<file path="src/rtl/chrono_div_seq.sv">
// rtl/chrono_div_seq.sv - seconds to MM:SS BCD converter driving a memory-mapped divider
// Define DIV_TIMEOUT_EN to abort a division after TIMEOUT unsuccessful done-polls.
module chrono_div_seq #(
  parameter int TIMEOUT  = 255,
  parameter int INIT_GAP = 2
) (
  input  logic        clk,
  input  logic        reset,
  input  logic        start,
  input  logic [15:0] secs_in,
  output logic        busy,
  output logic        valid,
  output logic        sat,
  output logic        err,
  output logic [3:0]  min_tens,
  output logic [3:0]  min_units,
  output logic [3:0]  sec_tens,
  output logic [3:0]  sec_units,
  output logic        cs,
  output logic        rd,
  output logic        wr,
  output logic [4:0]  addr,
  output logic [15:0] periph_wdata,
  input  logic [31:0] periph_rdata
);

  localparam logic [4:0]  ADDR_A    = 5'h04;
  localparam logic [4:0]  ADDR_B    = 5'h08;
  localparam logic [4:0]  ADDR_INIT = 5'h0C;
  localparam logic [4:0]  ADDR_RES  = 5'h10;
  localparam logic [4:0]  ADDR_DONE = 5'h14;
  localparam logic [15:0] MAX_SECS  = 16'd5999;
  localparam logic [7:0]  GAP_LAST  = 8'(INIT_GAP - 1);

  typedef enum logic [3:0] {
    S_IDLE, S_WR_A, S_WR_B, S_INIT_HI, S_INIT_LO, S_GAP,
    S_POLL, S_POLL_CHK, S_RD, S_RD_CHK, S_DONE
  } state_t;

  typedef struct packed {
    logic        cs;
    logic        rd;
    logic        wr;
    logic [4:0]  addr;
    logic [15:0] data;
  } bus_t;

  function automatic bus_t bus_write(input logic [4:0] a, input logic [15:0] d);
    bus_t b;
    b = '{cs: 1'b1, rd: 1'b0, wr: 1'b1, addr: a, data: d};
    return b;
  endfunction

  function automatic bus_t bus_read(input logic [4:0] a);
    bus_t b;
    b = '{cs: 1'b1, rd: 1'b1, wr: 1'b0, addr: a, data: 16'd0};
    return b;
  endfunction

  state_t      state;
  bus_t        bus_q;
  logic [1:0]  op;
  logic [7:0]  gap_cnt;
  logic [5:0]  rem_s;
  logic [3:0]  min_t_q;
  logic [3:0]  min_u_q;
  logic [15:0] secs_clamped;

  assign secs_clamped = (secs_in > MAX_SECS) ? MAX_SECS : secs_in;

  // Bus strobes are registered so each access occupies exactly the cycle of its state.
  assign cs           = bus_q.cs;
  assign rd           = bus_q.rd;
  assign wr           = bus_q.wr;
  assign addr         = bus_q.addr;
  assign periph_wdata = bus_q.data;

`ifdef DIV_TIMEOUT_EN
  localparam logic [15:0] MISS_LAST = 16'(TIMEOUT - 1);
  logic        err_q;
  logic [15:0] miss_cnt;
  assign err = err_q;
`else
  assign err = 1'b0;
`endif

  // Upper result bits are never needed: quotients and remainders stay below 100.
  logic unused_bits;
  assign unused_bits = ^{periph_rdata[31:22], 32'(TIMEOUT)};

  always_ff @(posedge clk or negedge reset) begin
    if (!reset) begin
      state     <= S_IDLE;
      bus_q     <= '0;
      op        <= 2'd0;
      gap_cnt   <= 8'd0;
      rem_s     <= 6'd0;
      min_t_q   <= 4'd0;
      min_u_q   <= 4'd0;
      busy      <= 1'b0;
      valid     <= 1'b0;
      sat       <= 1'b0;
      min_tens  <= 4'd0;
      min_units <= 4'd0;
      sec_tens  <= 4'd0;
      sec_units <= 4'd0;
`ifdef DIV_TIMEOUT_EN
      err_q     <= 1'b0;
      miss_cnt  <= 16'd0;
`endif
    end else begin
      bus_q <= '0;
      valid <= 1'b0;
      case (state)
        S_IDLE: begin
          if (start) begin
            busy  <= 1'b1;
            sat   <= (secs_in > MAX_SECS);
            op    <= 2'd0;
`ifdef DIV_TIMEOUT_EN
            err_q <= 1'b0;
`endif
            bus_q <= bus_write(ADDR_A, secs_clamped);
            state <= S_WR_A;
          end
        end
        S_WR_A: begin
          bus_q <= bus_write(ADDR_B, (op == 2'd0) ? 16'd60 : 16'd10);
          state <= S_WR_B;
        end
        S_WR_B: begin
          bus_q <= bus_write(ADDR_INIT, 16'd1);
          state <= S_INIT_HI;
        end
        S_INIT_HI: begin
          bus_q <= bus_write(ADDR_INIT, 16'd0);
          state <= S_INIT_LO;
        end
        S_INIT_LO: begin
          gap_cnt <= 8'd0;
`ifdef DIV_TIMEOUT_EN
          miss_cnt <= 16'd0;
`endif
          if (INIT_GAP == 0) begin
            bus_q <= bus_read(ADDR_DONE);
            state <= S_POLL;
          end else begin
            state <= S_GAP;
          end
        end
        S_GAP: begin
          if (gap_cnt == GAP_LAST) begin
            bus_q <= bus_read(ADDR_DONE);
            state <= S_POLL;
          end else begin
            gap_cnt <= gap_cnt + 8'd1;
          end
        end
        S_POLL: state <= S_POLL_CHK;
        S_POLL_CHK: begin
          if (periph_rdata[0]) begin
            bus_q <= bus_read(ADDR_RES);
            state <= S_RD;
          end else begin
`ifdef DIV_TIMEOUT_EN
            if (miss_cnt == MISS_LAST) begin
              err_q <= 1'b1;
              valid <= 1'b1;
              state <= S_DONE;
            end else begin
              miss_cnt <= miss_cnt + 16'd1;
              bus_q    <= bus_read(ADDR_DONE);
              state    <= S_POLL;
            end
`else
            bus_q <= bus_read(ADDR_DONE);
            state <= S_POLL;
`endif
          end
        end
        S_RD: state <= S_RD_CHK;
        S_RD_CHK: begin
          case (op)
            2'd0: begin
              rem_s <= periph_rdata[21:16];
              op    <= 2'd1;
              bus_q <= bus_write(ADDR_A, periph_rdata[15:0]);
              state <= S_WR_A;
            end
            2'd1: begin
              min_t_q <= periph_rdata[3:0];
              min_u_q <= periph_rdata[19:16];
              op      <= 2'd2;
              bus_q   <= bus_write(ADDR_A, {10'd0, rem_s});
              state   <= S_WR_A;
            end
            default: begin
              // All four digits land together with the valid pulse.
              min_tens  <= min_t_q;
              min_units <= min_u_q;
              sec_tens  <= periph_rdata[3:0];
              sec_units <= periph_rdata[19:16];
              valid     <= 1'b1;
              state     <= S_DONE;
            end
          endcase
        end
        S_DONE: begin
          busy  <= 1'b0;
          state <= S_IDLE;
        end
        default: state <= S_IDLE;
      endcase
    end
  end

endmodule

</file>
<file path="config.mk">
export PLATFORM = sky130hd
export DESIGN_NAME = chrono_div_seq
export DESIGN_NICKNAME = d
export VERILOG_FILES = /design/src/rtl/chrono_div_seq.sv
export SDC_FILE = /design/constraint.sdc
export NUM_CORES = 1
export LEC_CHECK = 0
export BUFFER_PORTS_ARGS = -buffer_cell sky130_fd_sc_hd__buf_2
export CAP_MARGIN = 20
export CORE_MARGIN = 2
export CORE_UTILIZATION = 35
export CTS_BUF_LIST = sky130_fd_sc_hd__clkbuf_8
export DETAILED_ROUTE_END_ITERATION = 10
export PLACE_DENSITY = 0.63
export SLEW_MARGIN = 20
export SYNTH_ARGS = -nofsm -noshare
export SYNTH_HDL_FRONTEND = slang
export SYNTH_SLANG_ARGS = --single-unit
</file>
<file path="constraint.sdc">
create_clock -name clk -period 1.6 [get_ports clk]
set_input_delay 0.08 -clock clk [delete_from_list [all_inputs] [get_ports clk]]
set_output_delay 0.08 -clock clk [all_outputs]
set_load 0.02 [all_outputs]
</file>
# After elaboration in Yosys (flattened, before gate mapping)
# Cells that the tools add are included.
[op_classes]
n_lt_le_gt_ge = 1
mux = 21
n_eq_ne = 16
n_reduce_logical = 14
addsub = 1
n_bitwise = 1
[ops]
columns = ["operator", "count"]
rows = [
  ["$pmux 24 s7", 1],
  ["$mux 24", 2],
  ["$pmux 24 s2", 1],
  ["$pmux 4 s10", 1],
  ["$mux 19", 1],
  ["$eq 4x3->1 const B", 4],
  ["$gt 16x13->1 const B", 1],
  ["$mux 16", 1],
  ["$mux 4", 4],
  ["$pmux 8 s2", 1],
  ["$reduce_and 2->1", 7],
  ["$eq 4x4->1 const B", 3],
  ["$add 8x1->8 const B", 1],
  ["$eq 4x2->1 const B", 2],
  ["$eq 8x1->1 const B", 1],
  ["$mux 8", 1],
  ["$pmux 2 s2", 2],
  ["$mux 6", 1],
  ["$ne 2x2->1 const B", 3],
  ["$reduce_bool 2->1", 3],
  ["$eq 4x1->1 const B", 1],
  ["$logic_not 4->1", 1],
  ["$mux 1", 3],
  ["$ne 3x3->1 const B", 1],
  ["other kinds (7)", 7],
]
[word_totals]
elab_cells = 72
in_bits = 51
ff_bits = 71
out_inout_bits = 44

# Longest topological paths before layout
# Gate-level depths: netlist of the first run.
[depth]
depth_word = 4
depth_mapped = 6
ltp_nobuf = 6

# Least setup slack after synthesis of the first run
# Ideal clock, no wire load.
[synth_timing]
path_type = "reg-to-reg"
startpoint = "register gap_cnt[1]"
endpoint = "register state[0]"
stages_incl_launch_ff = 7
n_path_buf = 0
setup_time_ns = 0.120
synth_period_minus_slack_ns = 1.638
required_time_ns = 1.480
setup_slack_ns = -0.038
arrival_ns = 1.518
cell_sequence = "dfrtp_1 -> inv_1 -> ha_1 -> or4b_4 -> nor4_4 -> nor2b_2 -> a31o_1"
[synth_between]
elab_chain_len = 3
[synth_rtl]
columns = ["element", "line_no", "rtl"]
rows = [
  ["from (decl)", "63", "logic [7:0] gap_cnt;"],
  ["from (signal assigned)", "156", "gap_cnt <= gap_cnt + 8'd1;"],
  ["$eq 8x1->1", "152", "if (gap_cnt == GAP_LAST) begin"],
  ["$ne 2x2->1 (no line)", "-", ""],
  ["$reduce_and 2->1 (no line)", "-", ""],
  ["to (signal assigned)", "154", "state <= S_POLL;"],
  ["to (signal assigned)", "159", "S_POLL: state <= S_POLL_CHK;"],
  ["to (signal assigned)", "163", "state <= S_RD;"],
  ["to (decl)", "60", "state_t state;"],
]
# Every way passes these cells.
# A chain may end at the register's enable or synchronous reset.

# Worst setup path in the final report of the first run
# Same ends and word-level chain as after synthesis.

==> results of run 1 <==
worst max-delay path, cell delays in order, from the launching register on:
cell,delay [ns]
dfrtp_1,0.38
inv_1,0.06
ha_1,0.12
or4b_4,0.46
nor4_4,0.17
buf_4,0.18
nor2b_4,0.05
a31o_1,0.18
repair_timing:
item                       in CTS  in global routing
hold buffers                   28                  0
resized for setup               1                  8
buffers inserted                1                  1
setup endpoints to repair       7                 58
hold endpoints to repair      101                  0
pin swaps                       1                  2
worst max path at each step:
stage / slack (ns) / startpoint / endpoint
2_1_floorplan: -0.04 / gap_cnt[1] / state[0]
6_report: -0.11 / gap_cnt[1] / state[0]
3_3_place_gp: -0.08 / gap_cnt[1] / state[0]
3_5_place_dp: -0.10 / gap_cnt[1] / cs
4_1_cts: -0.11 / gap_cnt[1] / state[0]
5_1_grt: -0.20 / gap_cnt[1] / state[0]
flip-flops by register name (all words and copies together), names as in the netlist, 2 cells and up:
name,count
op,2
addr,3
min_u_q,4
periph_wdata,16
sec_units,4
min_tens,4
min_units,4
gap_cnt,8
min_t_q,4
sec_tens,4
rem_s,6
state,4
layout by cell type, fill, tap and decap left out, drive strengths merged, types with 7 or more instances in the layout:
cell         count
dfrtp           68
nand2           20
clkbuf           9
inv             10
and2             7
dlygate4sd3     28
o21ai           12
buf            105
nand3           12
mux2            32
nor2            10
cell type report:
| cell class | count | area, um^2 |
|---|---|---|
| clock buffer | 9 | 124 |
| clock inverter | 7 | 81.3 |
| inverter | 6 | 22.5 |
| timing repair buffer | 133 | 895 |
| multi-input combinational | 160 | 1230 |
| tap | 105 | 131 |
| fill | 756 | 4070 |
| sequential | 68 | 1710 |
through the flow:
stage	worst slack, ns	cells
5_1_grt	-0.196	488
3_5_place_dp	-0.104	442
3_3_place_gp	-0.0781	442
2_1_floorplan	-0.0370	248
4_1_cts	-0.112	487
6_report	-0.108	488
report_power, final:
group	leakage (nW)	internal (mW)	total [mW]	switching (mW)
clock	0.101	0.744	1.47	0.721
combinational	1.13	1.03	2.28	1.26
sequential	0.891	2.12	2.38	0.254
total	2.12	3.90	6.13	2.23
cell families after synthesis:
family / synth area share, %
multiplexers: 13.7
other: 0.125
XOR/XNOR: 0.291
AND/OR/NAND/NOR: 14.6
buffers and inverters: 3.37
adder cells (fa/ha/maj): 0.833
AO/OA/AOI/OAI: 10.5
flip-flops: 56.6
metal layers:
metal	vias to the layer above	part of all wire (%)	wire [um]	global-route usage [%]
met1	1172	45	3210	20.5
met2	72	49	3480	27.5
met5	-	0	0	0
li1	1154	-	-	-
met4	0	1.2	84	5.53
met3	6	4.8	344	4.55
==> impl_results.md, run 1 <==
* Outcome: finished with violations
* Failing checks: setup timing
* # H-tree levels at 3
* Synth warn at 0
* Final worst slack at -0.108 ns
* R2r setup slk at -0.11 ns
* Post-Synthesis Cells at 246
* Crit-path max FO at 4
* Area contributors post-synth: dfrtp_1 57%, mux2_1 12%, nand2_1 2.4%
* Area of the mapped netlist at 0.00301 mm^2
* WP data arrival at 1.94 ns
* Root Driver: clkbuf_8
* Post-synth EDFFs at 0
* Total power at 6.13 mW
* Leak Pwr at 2.12 nW
* Total routed wirelength at 7110 um
* Largest net degree at the start of global routing at 69
* Max_cap viols at 0
* Hold slack at 0.0237 ns
* Residual DRC at 0
* Crit Reg-Reg Startpoint: gap_cnt[1]
* Yosys top cell by area: dfrtp_1
* Endpoint of the worst hold path: periph_wdata[7]
* Final period utilization at 107%
* P&R area growth vs syn at 39.5%
* Vias per inst at 4.93
* Total placed instance area at 0.00366 mm^2
* Most common cell in the netlist: dfrtp_1
* CTS tree: done
* Slew Limit Fails at 0
* Worst Path Required at 1.83 ns
* Register-to-Register Path Depth at 7
* # IOs at 95
* Nets@finish at 431
* Post-route cell area at 0.00419 mm^2
* FP Rows at 33
* Hold path start: secs_in[7]
* CP endpoint kind: flop
* Die width at 96.7 um
* Die Span Y at 96.7 um
* Synth top area share at 56.6%
* Slew @ Worst Pin at 0.545 ns
* Hold/Removal Path Class: input port to flop
* Grt ovf at 0
* DR WL/cell at 14.6 um
* Most used DFF post-synth: dfrtp_1
* CP Class: flop to flop
* Clock Path Buffers at 2
* Worst slew margin at 63.4%
* Seq cells post-synth at 68
* Setup TNS at -0.354 ns
* RSZ-0062 raised after global routing: yes
* Syn Area/Cell at 12.2 um^2
* Sink Count at 68
* Routability cong. at 0.840
* Final Hold Fails at 0
* Vias at 2,404
* GRT Total Usage at 16.4%
* TritonCTS buffer count at 9
* DR iter-0 viols at 164
* Core Area at 0.00826 mm^2
* Vias in the first global route at 2,528
* Worst skew pair latency at 0.35 ns
* Clock slew at reported path FFs at 0.07 ns
* Initial antenna violation count at 0
* Final Util at 50.8%
* Startpoint types: flop
* Commonest cells post-synth: 68 x dfrtp_1, 31 x mux2_1, 19 x nand2_1, 12 x nand3_1
* Post-synthesis async set-or-reset flop share at 100%
* Fmax at 586 MHz
* Peak VDD IR at 0.000532 V
* Min Clock Period, post-route at 1.71 ns
* Worst Skew at 0.0114 ns
* Post-synthesis sequential area ratio at 56.6%
* Drt first pass iters at 4
* Ant. Diodes at 0
* WHS Path Cells at 2
* Share of layout cells above drive strength 1 at 36.6%
* Die area at 0.00934 mm^2
* P per Cell Area at 1460 mW/mm^2
* First-pass GRT wire length at 12,400 um
* Worst flop-to-flop path endpoint: state[0]
* Dpl hpwl at 4930 um
* Initial Util at 36.4%
* Routed Antenna Nets at 0
* Unique masters post-synth at 58
* IO Port Bufs at 81
* Count of final setup violators at 6
Power figures use the tool's default switching activity.
==> run 2, diff against run 1 <==
- ABC_AREA: default -> 1
- PLACE_DENSITY: 0.63 -> 0.62
==> run 2 against run 1 <==
  * The run now ends clean
  * Combinational power is 8% lower
  * Sequential power is essentially flat
  * Core utilization decreased by 4.0 points
  * Clock skew shrank 0.0027 ns
  * Via count is 20% higher
  * Synthesized cell count increased by 59%
  * Total power decreased by 0.39%
  * Largest power group unchanged
==> impl_results.md, run 2 <==
* Outcome: completed
* Vias at 2,886
* Commonest non-fill, non-tap cell in the layout: nand2_1
* Seq cells post-synth at 68
* Initial Util at 35.7%
* Vias per inst at 4.65
* CP Class: flop to flop
* Area contributors post-synth: dfrtp_1 52%, nand2_1 15%, nand3_1 4.9%
* Met2 WL post-DR at 4100 um
* TritonCTS buffer count at 9
* WL met3 at 287 um
* Worst Skew at 0.00863 ns
* Ant. Diodes at 0
* Startpoint types: flop
* Worst slack, placed at 0.124 ns
* Largest net degree at the start of global routing at 69
* Share of layout cells above drive strength 1 at 25.9%
* Clock slew at reported path FFs at 0.08 ns
* Core Area at 0.00915 mm^2
* CTS tree: done
* Placed Cells at 578
* GRT Total Usage at 16.7%
* Cell-internal power at 3.82 mW
* Drt first pass iters at 4
* Slew Limit Fails at 0
* DR WL/cell at 12.9 um
* Most used DFF post-synth: dfrtp_1
* P&R area growth vs syn at 31.1%
* Count of final setup violators at 0
* Grt ovf at 0
* Die area at 0.0101 mm^2
* Unique masters post-synth at 26
* IO Port Bufs at 81
* Final Hold Fails at 0
* Initial antenna violation count at 0
* Sink Count at 68
* Worst skew pair latency at 0.35 ns
* DR iter-0 viols at 115
* Final worst slack at 0.104 ns
* Synth warn at 0
* Post-synthesis sequential area ratio at 52.1%
* Die Span Y at 101 um
* Clock Path Buffers at 2
* Post-synthesis async set-or-reset flop share at 100%
* Fmax at 668 MHz
* Flop pwr share at 38.5%
* Crit-path max FO at 28
* CP endpoint kind: flop
* Clock Power Share at 27.2%
* WP data arrival at 1.78 ns
* FP Rows at 35
* # IOs at 95
* Commonest cells post-synth: 130 x nand2_1, 68 x dfrtp_1, 42 x inv_1, 38 x nor2_1, 32 x nand3_1
* Comb power frac at 34.3%
* Total routed wirelength at 8020 um
* Root Driver: clkbuf_8
* Area of the multi-input gates at 0.00127 mm^2
* Peak VDD IR at 0.000796 V
* # H-tree levels at 3
* Met1 WL at 3430 um
* Cell Count, Final, Fillers Out at 621
* Yosys top cell by area: dfrtp_1
* RSZ-0062 raised after global routing: no
* Max reg flops at 16
* Routability cong. at 0.816
* Fill count at 868
* Residual DRC at 0
* Max_cap viols at 0
* Vias in the first global route at 2,906
* Sw power at 2.28 mW
* Sequential Area at 0.00170 mm^2
* Setup TNS at 0 ns
* Min Clock Period, post-route at 1.50 ns
* Nets@finish at 558
* Most common cell in the netlist: nand2_1
* P per Cell Area at 1430 mW/mm^2
* Synth top area share at 52.1%
* Post-Synthesis Cells at 391
* Area of the mapped netlist at 0.00326 mm^2
* Worst Path Required at 1.89 ns
* Final period utilization at 93.5%
* Total power at 6.10 mW
* Top layer reached by signal wires: met4
* Dpl hpwl at 5440 um
* Leak Pwr at 2.36 nW
* Hold/Removal Path Class: input port to flop
* Commonest non-fill, non-tap cells in the layout: 130 x nand2_1, 81 x buf_2, 68 x dfrtp_1, 42 x inv_1, 38 x nor2_1
* Syn Area/Cell at 8.35 um^2
* Sw Ratio at 37.4%
* First-pass GRT wire length at 13,300 um
* Die width at 101 um
* Post-synth EDFFs at 0
* Routed Antenna Nets at 0
* Hold slack at 0.0190 ns
-- run 2: cell count changes in the layout (fill, tap and decap cells not counted), sizes merged, moves of 18 or more --
| cell | previous run | this run |
|---|---|---|
| nor2 | 10 | 45 |
| buf | 105 | 87 |
| nand3 | 12 | 33 |
| mux2 | 32 | 0 |
| nand2 | 20 | 137 |
| inv | 10 | 47 |
| o21ai | 12 | 31 |
-- run 2: routing by layer --
layer	up-vias	GRT usage, %
li1	1436	-
met1	1365	20.1
met2	64	28.5
met3	21	3.61
met4	0	7.69
met5	-	0
-- run 2: repair_timing --
action | 4_1_cts | 5_1_grt
resized for setup | 0 | 0
hold buffers | 27 | 0
buffers inserted | 0 | 0
endpoints found under the hold margin | 88 | 0
-- run 2: power groups by stage --
| stage | clock, mW | sequential [mW] | combinational [mW] |
|---|---|---|---|
| after floorplan | 0 | 2.63 | 1.15 |
| after global placement | 0 | 2.37 | 2.02 |
| after detailed placement | 0 | 2.38 | 2.04 |
| after CTS | 1.70 | 2.35 | 2.10 |
| after global routing | 1.78 | 2.39 | 2.37 |
| final | 1.66 | 2.35 | 2.09 |
-- run 2: final timing paths --
path	end	slack (ns)	from	cells after the start
min in group asynchronous	sat	0.27	reset	3
hold reg to reg	min_units[0]	0.47	min_u_q[0]	2
hold / removal	periph_wdata[11]	0.02	secs_in[11]	3
max in group asynchronous	state[3]	1.02	reset	3
setup / recovery	min_units[2]	0.10	state[1]	7
setup reg to reg	min_units[2]	0.10	state[1]	7
-- run 2: cell type report --
class | instances | area share, %
timing repair buffer | 114 | 17.7
multi-input combinational | 265 | 29.6
inverter | 47 | 4.12
clock buffer | 11 | 3.54
sequential | 68 | 39.8
clock inverter | 5 | 1.96
tap | 111 | 3.25
-- run 2: logic make-up (layout without fill, tap and decap cells) --
group	count (synthesis)	in the layout	share of synthesized area [%]
compound gates	35	35	6.75
xor+xnor	2	2	0.537
other cells	1	3	0.115
buf+inv	60	177	9.24
flops	68	68	52.1
fa+ha+maj	2	2	0.766
simple gates	223	223	30.5
-- run 2: stage by stage --
stage                     utilization [%]  cell area (um^2)
after CTS                            46.8              4280
after detailed placement             41.2              3770
after floorplan                         -              3270
after global routing                 46.8              4280
after global placement               41.2              3770
final                                46.8              4280
-- run 2: worst max-delay path, cell delays in order (launching register included) --
cell	delay (ns)
dfrtp_1	0.44
inv_1	0.13
nand2_4	0.09
nor2_4	0.15
nand2_4	0.22
inv_2	0.25
nand2_1	0.08
nand2_1	0.06
